File: src/rtl/round_sequencer_if.sv
// Handshake/bus bundle for round_sequencer.
//   slave  : the sequencer side (player inputs in, display/score outputs out)
//   master : the player/display side driving start and player moves
//   start        1-cycle pulse, begins a game
//   player_valid 1-cycle pulse, player_code is valid
//   player_code  player move 1..4 (others never match)
//   disp_code    move shown to the display, 0 = blank
//   disp_valid   high while a move is being shown
//   listening    high while waiting for player moves
//   round_pass   1-cycle pulse on a completed round
//   game_over    high once the game has ended
//   win          high in game over only after a full-length round
//   level/score/lives  game status
interface round_sequencer_if;
   logic       start;
   logic       player_valid;
   logic [2:0] player_code;
   logic [2:0] disp_code;
   logic       disp_valid;
   logic       listening;
   logic       round_pass;
   logic       game_over;
   logic       win;
   logic [3:0] level;
   logic [7:0] score;
   logic [1:0] lives;

   modport slave (
      input  start, player_valid, player_code,
      output disp_code, disp_valid, listening, round_pass, game_over, win,
             level, score, lives
   );

   modport master (
      output start, player_valid, player_code,
      input  disp_code, disp_valid, listening, round_pass, game_over, win,
             level, score, lives
   );
endinterface

File: src/rtl/round_sequencer.sv
// Simon-style game-round controller. Grows a random move sequence one entry
// per round, plays it to the display one tick per step, then checks the
// player's moves and keeps level, score and lives.
// Ports:
//   clock : system clock
//   reset : asynchronous active-low reset
//   rs    : round_sequencer_if.slave (start/player inputs, display/status outputs)
//
// state    | meaning
// ---------+--------------------------------------------------------------
// S_IDLE   | after reset, all outputs 0, waits for start
// S_GEN    | appends one new move at seq[level-1]
// S_SHOW   | shows seq[idx] for one tick
// S_GAP    | blank display for one tick, then next move or listen
// S_LISTEN | compares player moves against the sequence, timeout running
// S_PASS   | round complete: score += level, next level or win
// S_FAIL   | mismatch or timeout: lose a life, replay or game over
// S_OVER   | game ended, status held until the next start
module round_sequencer #(
   parameter int MAX_LEN       = 8,
   parameter int TICK_DIV      = 25000000,
   parameter int TIMEOUT_TICKS = 10,
   parameter int START_LIVES   = 3
) (
   input  logic             clock,
   input  logic             reset,
   round_sequencer_if.slave rs
);

   localparam int IDXW = $clog2(MAX_LEN);
   localparam int TW   = $clog2(TICK_DIV);
   localparam int TMW  = $clog2(TIMEOUT_TICKS + 1);

   localparam logic [TW-1:0]  TICK_LOAD  = TW'(TICK_DIV - 1);
   localparam logic [TMW-1:0] TMO_LOAD   = TMW'(TIMEOUT_TICKS);
   localparam logic [3:0]     LEN_MAX    = 4'(MAX_LEN);
   localparam logic [1:0]     LIVES_INIT = 2'(START_LIVES);

   typedef enum logic [2:0] {
      S_IDLE, S_GEN, S_SHOW, S_GAP, S_LISTEN, S_PASS, S_FAIL, S_OVER
   } state_t;

   state_t          state_q, state_d;
   logic [3:0]      level_q, level_d;
   logic [7:0]      score_q, score_d;
   logic [1:0]      lives_q, lives_d;
   logic [3:0]      idx_q, idx_d;
   logic [TW-1:0]   tick_q, tick_d;
   logic [TMW-1:0]  timer_q, timer_d;
   logic            win_q, win_d;
   logic [15:0]     lfsr_q;
   logic [2:0]      seq_q [MAX_LEN];

   logic            tick;
   logic [2:0]      move_new;
   logic [2:0]      seq_rd;
   logic [IDXW-1:0] wr_idx;
   logic [8:0]      score_sum;

   assign tick      = (tick_q == '0);
   assign move_new  = {1'b0, lfsr_q[1:0]} + 3'd1;
   assign seq_rd    = seq_q[idx_q[IDXW-1:0]];
   assign wr_idx    = IDXW'(level_q - 4'd1);
   assign score_sum = {1'b0, score_q} + {5'd0, level_q};

   always_ff @(posedge clock or negedge reset) begin
      if (!reset) begin
         state_q <= S_IDLE;
         level_q <= '0;
         score_q <= '0;
         lives_q <= '0;
         idx_q   <= '0;
         tick_q  <= '0;
         timer_q <= '0;
         win_q   <= 1'b0;
         lfsr_q  <= 16'hACE1;
      end else begin
         state_q <= state_d;
         level_q <= level_d;
         score_q <= score_d;
         lives_q <= lives_d;
         idx_q   <= idx_d;
         tick_q  <= tick_d;
         timer_q <= timer_d;
         win_q   <= win_d;
         lfsr_q  <= {lfsr_q[14:0], lfsr_q[15] ^ lfsr_q[13] ^ lfsr_q[12] ^ lfsr_q[10]};
      end
   end

   // Sequence memory has no reset; entries are always written before read.
   always_ff @(posedge clock) begin
      if (state_q == S_GEN) seq_q[wr_idx] <= move_new;
   end

   always_comb begin
      state_d = state_q;
      level_d = level_q;
      score_d = score_q;
      lives_d = lives_q;
      idx_d   = idx_q;
      tick_d  = tick_q;
      timer_d = timer_q;
      win_d   = win_q;

      case (state_q)
         S_IDLE, S_OVER: begin
            if (rs.start) begin
               state_d = S_GEN;
               level_d = 4'd1;
               score_d = '0;
               lives_d = LIVES_INIT;
               win_d   = 1'b0;
            end
         end
         S_GEN: begin
            state_d = S_SHOW;
            idx_d   = '0;
            tick_d  = TICK_LOAD;
         end
         S_SHOW: begin
            tick_d = tick_q - 1'b1;
            if (tick) begin
               state_d = S_GAP;
               tick_d  = TICK_LOAD;
            end
         end
         S_GAP: begin
            tick_d = tick_q - 1'b1;
            if (tick) begin
               tick_d = TICK_LOAD;
               if (idx_q + 4'd1 == level_q) begin
                  state_d = S_LISTEN;
                  idx_d   = '0;
                  timer_d = TMO_LOAD;
               end else begin
                  state_d = S_SHOW;
                  idx_d   = idx_q + 4'd1;
               end
            end
         end
         S_LISTEN: begin
            tick_d = tick_q - 1'b1;
            // A move in the same cycle as the timeout wins over the timeout.
            if (rs.player_valid) begin
               if (rs.player_code != seq_rd) begin
                  state_d = S_FAIL;
               end else if (idx_q == level_q - 4'd1) begin
                  state_d = S_PASS;
               end else begin
                  idx_d   = idx_q + 4'd1;
                  tick_d  = TICK_LOAD;
                  timer_d = TMO_LOAD;
               end
            end else if (tick) begin
               tick_d = TICK_LOAD;
               if (timer_q <= TMW'(1)) state_d = S_FAIL;
               else                    timer_d = timer_q - 1'b1;
            end
         end
         S_PASS: begin
            score_d = score_sum[8] ? 8'hFF : score_sum[7:0];
            if (level_q == LEN_MAX) begin
               state_d = S_OVER;
               win_d   = 1'b1;
            end else begin
               state_d = S_GEN;
               level_d = level_q + 4'd1;
            end
         end
         S_FAIL: begin
            lives_d = lives_q - 2'd1;
            if (lives_q <= 2'd1) begin
               state_d = S_OVER;
               win_d   = 1'b0;
            end else begin
               state_d = S_SHOW;
               idx_d   = '0;
               tick_d  = TICK_LOAD;
            end
         end
         default: state_d = S_IDLE;
      endcase
   end

   assign rs.disp_code  = (state_q == S_SHOW) ? seq_rd : 3'd0;
   assign rs.disp_valid = (state_q == S_SHOW);
   assign rs.listening  = (state_q == S_LISTEN);
   assign rs.round_pass = (state_q == S_PASS);
   assign rs.game_over  = (state_q == S_OVER);
   assign rs.win        = (state_q == S_OVER) && win_q;
   assign rs.level      = level_q;
   assign rs.score      = score_q;
   assign rs.lives      = lives_q;

endmodule

File: src/flat_wrapper.sv
// flat-port wrapper written by rule: the top's interface ports become plain ports
module round_sequencer_flat 
#(
   parameter int MAX_LEN       = 8,
   parameter int TICK_DIV      = 25000000,
   parameter int TIMEOUT_TICKS = 10,
   parameter int START_LIVES   = 3
)
  (clock, reset, rs_start, rs_player_valid, rs_player_code, rs_disp_code, rs_disp_valid, rs_listening, rs_round_pass, rs_game_over, rs_win, rs_level, rs_score, rs_lives);
  round_sequencer_if rs_i ();
  input  logic clock;
  input  logic reset;
  input wire logic [$bits(rs_i.start)-1:0] rs_start;
  input wire logic [$bits(rs_i.player_valid)-1:0] rs_player_valid;
  input wire logic [$bits(rs_i.player_code)-1:0] rs_player_code;
  output wire logic [$bits(rs_i.disp_code)-1:0] rs_disp_code;
  output wire logic [$bits(rs_i.disp_valid)-1:0] rs_disp_valid;
  output wire logic [$bits(rs_i.listening)-1:0] rs_listening;
  output wire logic [$bits(rs_i.round_pass)-1:0] rs_round_pass;
  output wire logic [$bits(rs_i.game_over)-1:0] rs_game_over;
  output wire logic [$bits(rs_i.win)-1:0] rs_win;
  output wire logic [$bits(rs_i.level)-1:0] rs_level;
  output wire logic [$bits(rs_i.score)-1:0] rs_score;
  output wire logic [$bits(rs_i.lives)-1:0] rs_lives;
  assign rs_i.start = rs_start;
  assign rs_i.player_valid = rs_player_valid;
  assign rs_i.player_code = rs_player_code;
  assign rs_disp_code = rs_i.disp_code;
  assign rs_disp_valid = rs_i.disp_valid;
  assign rs_listening = rs_i.listening;
  assign rs_round_pass = rs_i.round_pass;
  assign rs_game_over = rs_i.game_over;
  assign rs_win = rs_i.win;
  assign rs_level = rs_i.level;
  assign rs_score = rs_i.score;
  assign rs_lives = rs_i.lives;
  round_sequencer #(.MAX_LEN(MAX_LEN), .TICK_DIV(TICK_DIV), .TIMEOUT_TICKS(TIMEOUT_TICKS), .START_LIVES(START_LIVES)) u_core (.clock(clock), .reset(reset), .rs(rs_i));
endmodule
File: config.mk
export PLATFORM = sky130hd
export DESIGN_NAME = round_sequencer_flat
export DESIGN_NICKNAME = d
export VERILOG_FILES = /design/src/rtl/round_sequencer_if.sv /design/src/rtl/round_sequencer.sv /design/src/flat_wrapper.sv
export SDC_FILE = /design/constraint.sdc
export NUM_CORES = 1
export LEC_CHECK = 0
export BUFFER_PORTS_ARGS = -buffer_cell sky130_fd_sc_hd__buf_2
export CAP_MARGIN = 10
export CORE_AREA = 2 2 100 102
export CTS_CLUSTER_DIAMETER = 150
export DETAILED_ROUTE_END_ITERATION = 8
export DIE_AREA = 0 0 102 104
export GPL_TIMING_DRIVEN = 1
export PLACE_DENSITY = 0.69
export SKIP_LAST_GASP = 1
export SLEW_MARGIN = 20
export SYNTH_ARGS = -nofsm -noshare
export SYNTH_HDL_FRONTEND = slang
export SYNTH_SLANG_ARGS = --single-unit
File: constraint.sdc
create_clock -name clock -period 5.37 [get_ports clock]
set_input_delay 0.537 -clock clock [delete_from_list [all_inputs] [get_ports clock]]
set_output_delay 0.537 -clock clock [all_outputs]
set_load 0.005 [all_outputs]
Word level (Yosys, flattened, before mapping)

Memory sizes are Yosys's and may differ from the RTL's.
Index checks and enable logic that the tools add are counted.

Register bits after elaboration: 67
Bits in writable memories: 24
Bits of input ports: 7
Output and inout port bits: 22
Memories: 1

Memory list:

| memory       | words | width | read ports | clocked after memory_dff | write ports | line                  | RTL |
|---|---|---|---|---|---|---|---|
| u_core.seq_q | 8     | 3     | 1          | 0                        | 1           | round_sequencer.sv:52 | `logic [2:0] seq_q [MAX_LEN];` |

Add/sub/neg operators: 8
$lt $le $gt $ge: 2
Eq/ne operators: 28
Mux-type cells: 48
Bitwise logic cells: 3
Reduce and logical (&&, ||, !) cells: 19

Operator list:

| operator                                            | number |
|---|---|
| two-way mux 25 bit                                  | 5 |
| one-hot mux 25 bit (4 select lines)                 | 1 |
| two-way mux 4 bit                                   | 15 |
| two-way mux 3 bit                                   | 12 |
| logical NOT 25 bit                                  | 1 |
| subtractor 25 x 1 -> 25 bit (second input constant) | 1 |
| one-hot mux 3 bit (7 select lines)                  | 1 |
| two-way mux 8 bit                                   | 2 |
| one-hot mux 4 bit (2 select lines)                  | 2 |
| one-hot mux 4 bit (4 select lines)                  | 1 |
| one-hot mux 8 bit (2 select lines)                  | 1 |
| == test 3 bit (second input constant)               | 4 |
| != test 2 bit (second input constant)               | 6 |
| AND reduction 6 bit                                 | 2 |
| != test 2 x 1 -> 1 bit (second input constant)      | 5 |
| adder 8 x 4 -> 9 bit                                | 1 |
| != test 3 bit (second input constant)               | 3 |
| adder 4 x 1 -> 4 bit (second input constant)        | 2 |
| == test 4 bit                                       | 2 |
| nonzero test 4 bit                                  | 2 |
| subtractor 4 x 1 -> 4 bit (second input constant)   | 2 |
| AND reduction 7 bit                                 | 1 |
| == test 3 x 2 -> 1 bit (second input constant)      | 2 |
| != test 3 x 2 -> 1 bit (second input constant)      | 2 |
| other kinds (21)                                    | 32 |

Logic depth before layout (Yosys ltp)

Gate-level depths: netlist of run 1.

Word-level depth: 6
Gate-level depth with buffers: 11
Mapped depth without buffers: 10

Worst setup path before layout of run 1

OpenSTA, ideal clock, no wires.

Kind: flip-flop to flip-flop
Start point: reg u_core.level_q[0], in the netlist u_core.rs.level[0]
End point: reg u_core.tick_q[4]
Library setup time: 121 ps
Data arrival time: 2534 ps
Path slack: 2715 ps
Stages on the path, launching flop included: 12
Buffers on the path: 2
Cells stage by stage: dfrtp_1 > clkbuf_1 > inv_1 > ha_1 > xor2_1 > xnor2_1 > nand4_1 > and4_1 > o21ai_1 > clkbuf_1 > a21oi_1 > o22a_1

Longest elaborated chain between the ends: 6

RTL lines:

| what                                | line                   | RTL |
|---|---|---|
| from (decl)                         | round_sequencer.sv:44  | `logic [3:0] level_q, level_d;` |
| from (signal assigned)              | round_sequencer.sv:79  | `level_q <= level_d;` |
| subtractor 4 x 1 -> 4 bit           | --                     |  |
| == test 4 bit                       | round_sequencer.sv:147 | `end else if (idx_q == level_q - 4'd1) begin` |
| two-way mux 25 bit                  | round_sequencer.sv:147 |  |
| two-way mux 25 bit                  | round_sequencer.sv:145 | `if (rs.player_code != seq_rd) begin` |
| two-way mux 25 bit                  | round_sequencer.sv:144 | `if (rs.player_valid) begin` |
| one-hot mux 25 bit (4 select lines) | round_sequencer.sv:105 | `case (state_q)` |
| to (signal assigned)                | round_sequencer.sv:83  | `tick_q <= tick_d;` |
| to (decl)                           | round_sequencer.sv:48  | `logic [TW-1:0] tick_q, tick_d;` |

Every way passes these cells.
A chain may end at the register's enable or synchronous reset.

Worst setup path in the final report of run 1

Start point: reg u_core.idx_q[0]
End point: reg u_core.tick_q[9]

Longest elaborated chain between the ends: 5

RTL lines:

| what                                                            | line                                           | RTL |
|---|---|---|
| from (decl)                                                     | round_sequencer.sv:47                          | `logic [3:0] idx_q, idx_d;` |
| from (signal assigned)                                          | round_sequencer.sv:82                          | `idx_q <= idx_d;` |
| memory read (8 x 3 bit) / == test 4 bit (equally long branches) | --                                             |  |
| != test 3 bit / two-way mux 25 bit (equally long branches)      | round_sequencer.sv:145, round_sequencer.sv:147 |  |
| two-way mux 25 bit (*)                                          | round_sequencer.sv:145                         |  |
| two-way mux 25 bit (*)                                          | round_sequencer.sv:144                         |  |
| one-hot mux 25 bit (4 select lines) (*)                         | round_sequencer.sv:105                         |  |

Every way passes the cells marked *; elsewhere a longest branch is shown, timed or not.

==> results.md, run 1 <==
- DR vias/cell: 5.65
- CTS Buffer Depth: 2
- Sequential Area: 2410 um^2
- CTS Hold Buffers Added: 0
- Required @ worst endpoint: 5640 ps
- Syn nets: 479
- Die Y: 104 um
- Distinct cells, synth: 64
- Routed WL per cell: 15.3 um
- CTS Sinks: 91
- Sequential power share: 59.9%
- First-pass GRT wire length: around 16000 um
- Post-synth top area share: 31.4%
- Mapped Avg Cell Area: ~10 um^2
- Most frequent cells in the layout: 59 x dfrtp_1, 46 x nor2_1, 35 x nand2_1
- Max-slew headroom: between 40% and 50%
- Via count: between 3000 and 4000
- Global route overflow: 0
- Placer Congestion: 0.888
- Hold Worst Slack: approximately 340 ps
- P&R area growth vs syn: 9.85%
- Post-route cell area: 5160 um^2
- Ant diodes: 0
- Area taken by multi-input logic gates: 2120 um^2
- Post-detail-place hpwl: 6600 um
- Drt drc: 0
- Final worst path period share: 57.1%
- Min cycle time layout: about 3000 ps
- Cells after Synth: 459
- CTS Root Cell: clkbuf_8
- Largest area contributor in the netlist: dfrtp_1
- DIE WIDTH: 102 um
- WP data arrival: approximately 3300 ps
- Combinational share of power: 1.6%
- Initial DRC count: 123
- Clock slew at reported path FFs: 100 ps
- Status: complete, no violations
- Antenna-violating nets left: 0
- Clock network fraction of design power: between 30% and 40%
- Total CTS buffers: 9
- Layout cells sized above 1: 15.9%
- Peak VDD IR: 0.000121 V
- Worst Tran Pin Value: 859 ps
- Ys async rst share: 73.6%
- Count of final setup violators: 0
- Leading cell type in the layout, fill and taps excluded: dfrtp_1
- Crit path launch type: flip-flop
- GRT Overall Usage: 19.2%
- Ys flop type: dfrtp_1
- Synthesized flop and latch total: 91
- Util after Layout: 54.1%
- Post-DP Area: 4970 um^2
- Starting Density: 49.2%
- FMAX: 326 MHz
- Total of max-cap violations: 0
- Pin count of the biggest net entering global routing: just under 70
- Max Slew Vio Count: 0
- Postcts setup bufs: 0
- Ports: 29
- Post-CTS Resized: 0
- FP Rows: 36
- Post-synthesis sequential area ratio: 51.2%
- Worst-skew pair later-pin latency: 370 ps
- Crit Path Category: flip-flop to flip-flop
- Leakage: 2.05 nW
- Worst hold path type: input port to async pin
- Worst Skew: 9.84 ps
- CP max FO: 18
- First-pass DRT Iterations: 4
- Yosys warning total: 0
- CORE AREA: between 9000 and 10000 um^2
- Htree depth: 3
- Synth area leaders: dfrtp_1 31%, edfxtp_1 15%, dfstp_2 4.5%
- Net Sw Power: slightly below 300 uW
- Fin Setup TNS: 0 ps
- Vias in the first global route: 3438
- Nets: 505
- Post-synth EDFFs: 24
- Fillers: between 800 and 900
- Final hold vios: 0
- Internal Pwr Total: 893 uW
- Switching Fraction: 24.5%
- Total wire length: 9530 um
- PortBufs: 28
- TritonCTS clock tree: yes
- Mapped Area: 4700 um^2
- Initial antenna violation count: 0
- RSZ-0062 raised after global routing: no
- Die area: approximately 11000 um^2
- Pwr dens: 229 nW/um^2
- Worst setup EP type: flip-flop
[cell usage after synthesis (6+ instances only)]
cell / number
edfxtp_1: 24
clkbuf_1: 14
a21oi_1: 27
nand3_1: 15
nor3_1: 20
inv_1: 25
nand2_1: 35
nor2_1: 46
mux4_2: 6
o21ai_0: 27
nand2b_1: 6
xor2_1: 16
ha_1: 12
xnor2_1: 10
and3_1: 6
mux2i_1: 6
a31oi_1: 8
dfrtp_1: 59
dfstp_2: 8
[metal layers]
layer	track usage, %	wire (um)	share of wire, %
met1	26.3	4440	47
met2	30.5	4620	48
met3	3.76	339	3.6
met4	6.38	139	1.5
met5	0	0	0
[power groups by stage]
stage / clock network [mW] / logic, mW / registers, mW
final: 0.456 / 0.0187 / 0.708
after global routing: 0.491 / 0.0220 / 0.709
after CTS: 0.465 / 0.0197 / 0.709
after detailed placement: 0 / 0.0196 / 0.722
after global placement: 0 / 0.0193 / 0.722
after floorplan: 0 / 0.00452 / 0.722
[per-stage QoR]
step	power [mW]	setup WS (ps)	cells
2_1_floorplan	0.727	2710	459
3_3_place_gp	0.742	2400	607
3_5_place_dp	0.742	2290	607
4_1_cts	1.19	2290	623
5_1_grt	1.22	1970	623
6_report	1.18	2300	623
[registers in the layout (all words and copies together), names as in the netlist]
register,cells
u_core.seq_q,24
u_core.win_q,1
u_core.lfsr_q,16
u_core.timer_q,4
u_core.tick_q,25
u_core.rs.lives,2
u_core.rs.level,4
u_core.idx_q,4
u_core.rs.score,8
u_core.state_q,3
[worst max-delay path: stages, from the launching register on]
cell,delay [ps]
dfrtp_1,650
mux4_2,570
mux2i_1,230
xor2_1,240
and4_1,330
o21a_1,530
o21ai_0,200
a22o_1,210
[final cells by class]
cell class / count / area share (%)
clock buffers: 9 / 2.40
clock inverters: 7 / 1.33
inverters: 27 / 1.96
multi-input cells: 324 / 41.2
flip-flops and latches: 91 / 46.6
well taps: 133 / 3.22
repair buffers: 32 / 3.30
[path summary, 6_finish.rpt]
check                                             from                       endpoint  slack (ps)  cells past startpoint
setup / recovery           u_core.idx_q[0]$_DFFE_PN0P_   u_core.tick_q[9]$_DFFE_PN0P_        2300                      7
hold / removal                                   reset     u_core.lfsr_q[9]$_DFF_PN0_         340                      2
setup reg to reg           u_core.idx_q[0]$_DFFE_PN0P_   u_core.tick_q[9]$_DFFE_PN0P_        2300                      7
hold reg to reg             u_core.lfsr_q[3]$_DFF_PN0_     u_core.lfsr_q[4]$_DFF_PN0_         360                      0
max in group asynchronous                        reset  u_core.tick_q[19]$_DFFE_PN0P_        4460                      2
min in group clock          u_core.lfsr_q[3]$_DFF_PN0_     u_core.lfsr_q[4]$_DFF_PN0_         360                      0
[cell families after synthesis]
logic type	after synthesis	share of synthesized area (%)
flops	91	51.2
compound gates	105	14.6
fa+ha+maj	13	3.62
simple gates	168	17.9
mux	12	4.15
xor+xnor	26	4.85
buf+inv	44	3.57
(Power assumes the default switching activity.)
==> run 2: changes to the inputs <==
==> constraint.sdc (replaced) <==
create_clock -name clock -period 2.95 [get_ports clock]
set_input_delay 0.295 -clock clock [delete_from_list [all_inputs] [get_ports clock]]
set_output_delay 0.295 -clock clock [all_outputs]
set_load 0.005 [all_outputs]
==> run 2 against run 1 <==
The flow now finishes with violations (hold timing). Fmax increased by 13%. Register-to-register slack got worse by 2100 ps. First-iteration DRC count rose by 28%. Total power is 83% higher. Via count up 0.80%. Non-clock buffer count rose by 8. Critical path depth is the same. Cell count is 1.3% higher. Clock skew down 2.3 ps. Count of clock-buffer cells in the layout is the same.
==> results.md, run 2 (synthesis gave the netlist of run 1 again) <==
- Status: finished with violations
- Failing checks: hold timing
- Worst R2R Path Depth: 7 (unchanged)
- First-pass DRT Iterations: 4 (unchanged)
- Hold Worst Slack: -10.5 ps (-353 ps)
- CTS Hold Buffers Added: 0 (unchanged)
- Antenna-violating nets left: 0 (unchanged)
- Final hold vios: 1 (+1)
- Crit path launch type: flip-flop
- WP data arrival: 2980 ps (-350 ps)
- Worst Tran Pin Value: 804 ps (-54.9 ps)
- Largest register FFs: 25 (unchanged)
- GRT Overall Usage: 19.9% (+0.67 points)
- Worst-skew pair later-pin latency: 380 ps (about the same)
- Top flop regs: u_core.tick_q x25, u_core.seq_q x24, u_core.lfsr_q x16
- Vias in the first global route: 3452 (+0.41%)
- Most frequent cells in the layout: 58 x dfrtp_1, 46 x nor2_1, 35 x nand2_1
- PortBufs: 28 (unchanged)
- Reg2reg end: u_core.state_q[2]$_DFFE_PN0P_
- Postcts setup bufs: 0 (unchanged)
- TritonCTS clock tree: yes
- CP endpoint: u_core.state_q[2]$_DFFE_PN0P_
- P&R area growth vs syn: 11.8%
- Via count: 3545 (+0.80%)
- Initial antenna violation count: 0 (unchanged)
- CTS Buffer Depth: 2 (unchanged)
- CP max FO: 6 (-12)
- Min cycle time layout: 2720 ps (-344 ps)
- Max Slew Vio Count: 0 (unchanged)
- Clock slew at reported path FFs: 100 ps (about the same)
- Ports: 29 (unchanged)
- Starting Density: 49.2% (unchanged)
- Reg2reg start: u_core.tick_q[18]$_DFFE_PN0P_
- CORE AREA: 9550 um^2 (unchanged)
- Leakage: 2.10 nW (+2.4%)
- Leading cell type in the layout, fill and taps excluded: dfrtp_1
- Nets: 513 (+1.6%)
- FF-to-FF setup slack: 230 ps (-2080 ps)
- Drt drc: 0 (unchanged)
- CTS Sinks: 91 (unchanged)
- Pin count of the biggest net entering global routing: 35 (-49%)
- First-pass GRT wire length: 16700 um (+2.2%)
- RSZ-0062 raised after global routing: no
- Worst setup EP type: flip-flop
- FP Rows: 36 (unchanged)
- Htree depth: 3 (unchanged)
- Fin Setup TNS: 0 ps (unchanged)
- Post-detail-place hpwl: 7020 um (+6.4%)
- Total wire length: 9800 um (+2.8%)
- Pwr dens: 411 nW/um^2 (+79%)
- Total CTS buffers: 9 (unchanged)
- Layout cells sized above 1: 18.1% (+2.2 points)
- Initial DRC count: 157 (+28%)
- Die area: 10600 um^2 (unchanged)
- CTS Root Cell: clkbuf_8
- Final worst path period share: 92.3% (+35 points)
- Die Y: 104 um (unchanged)
- Count of final setup violators: 0 (unchanged)
- DP Worst Slack: 124 ps (-2160 ps)
- FMAX: 367 MHz (+13%)
- Ant diodes: 0 (unchanged)
- Max-slew headroom: 46.4% (+3.7 points)
- DR vias/cell: 5.62 (-0.48%)
- Global route overflow: 0 (unchanged)
- DIE WIDTH: 102 um (unchanged)
- Crit Path Category: flip-flop to flip-flop
- Peak VDD IR: 0.000337 V (+180%)
- Setup slack after layout: 226 ps (-2080 ps)
- Top reg by flops: u_core.tick_q
- Worst Skew: 7.50 ps (-2.34 ps)
- Total of max-cap violations: 0 (unchanged)
- Placer Congestion: 0.833 (-6.2%)
- Setup crit start: u_core.tick_q[18]$_DFFE_PN0P_
- Required @ worst endpoint: 3210 ps (-2430 ps)
- Routed WL per cell: 15.5 um (+1.5%)
- Total Power: 2.16 mW (+83%)
- Worst hold path type: input port to async pin
==> run 2: worst min-delay path by stage <==
| stage | startpoint | end | slack, ps | cells after the start |
|---|---|---|---|---|
| after floorplan | reset | u_core.idx_q[0]$_DFFE_PN0P_ | -0.6 | 0 |
| final | reset | u_core.lfsr_q[14]$_DFF_PN0_ | -10 | 1 |
| after CTS | reset | u_core.lfsr_q[14]$_DFF_PN0_ | 20 | 1 |
| after global routing | reset | u_core.lfsr_q[14]$_DFF_PN0_ | 70 | 1 |
| after detailed placement | u_core.lfsr_q[9]$_DFF_PN0_ | u_core.lfsr_q[10]$_DFF_PN1_ | 340 | 0 |
| after global placement | u_core.lfsr_q[8]$_DFF_PN0_ | u_core.lfsr_q[9]$_DFF_PN0_ | 330 | 0 |
==> run 2: area by class of cell <==
| cell class | count | area (um^2) |
|---|---|---|
| Clock buffer | 9 | 124 |
| Sequential cell | 91 | 2410 |
| Fill cell | 849 | 4300 |
| Timing Repair Buffer | 40 | 255 |
| Inverter | 27 | 101 |
| Tap cell | 133 | 166 |
| Clock inverter | 7 | 65.1 |
| Multi-Input combinational cell | 324 | 2130 |
==> run 2: repair_timing <==
item,CTS,global route
hold endpoints to repair,0,0
gates resized for setup,0,3
setup endpoints to repair,0,27
==> run 2: report_power, final <==
group	switching, mW	leakage [nW]	total, mW	internal, mW
clock network	0.504	0.0961	0.833	0.329
logic	0.0274	1.04	0.0366	0.00920
registers	0.00123	0.973	1.29	1.29
total	0.533	2.10	2.16	1.63
==> run 2: metal layers <==
metal / GRT usage [%] / vias up / wire length (um)
met5: 0 / - / 0
met4: 7.14 / 0 / 188
met3: 4.23 / 17 / 429
met2: 30.9 / 88 / 4750
met1: 27.5 / 1712 / 4430
li1: - / 1728 / -
==> run 2: critical path, stage by stage (launching register included) <==
cell and delay, ps:
dfrtp_1 420, or4_4 550, or3_4 370, or4_1 510, a22oi_1 190, o21ai_2 130, o41ai_2 330, o21ai_1 110
==> run 2: through the flow <==
stage / cells / util [%] / area [um^2]
6_report: 631 / 55.0 / 5250
5_1_grt: 631 / 55.0 / 5250
4_1_cts: 631 / 54.9 / 5240
3_5_place_dp: 615 / 52.9 / 5050
3_3_place_gp: 615 / 52.9 / 5050
2_1_floorplan: 459 / - / 4700
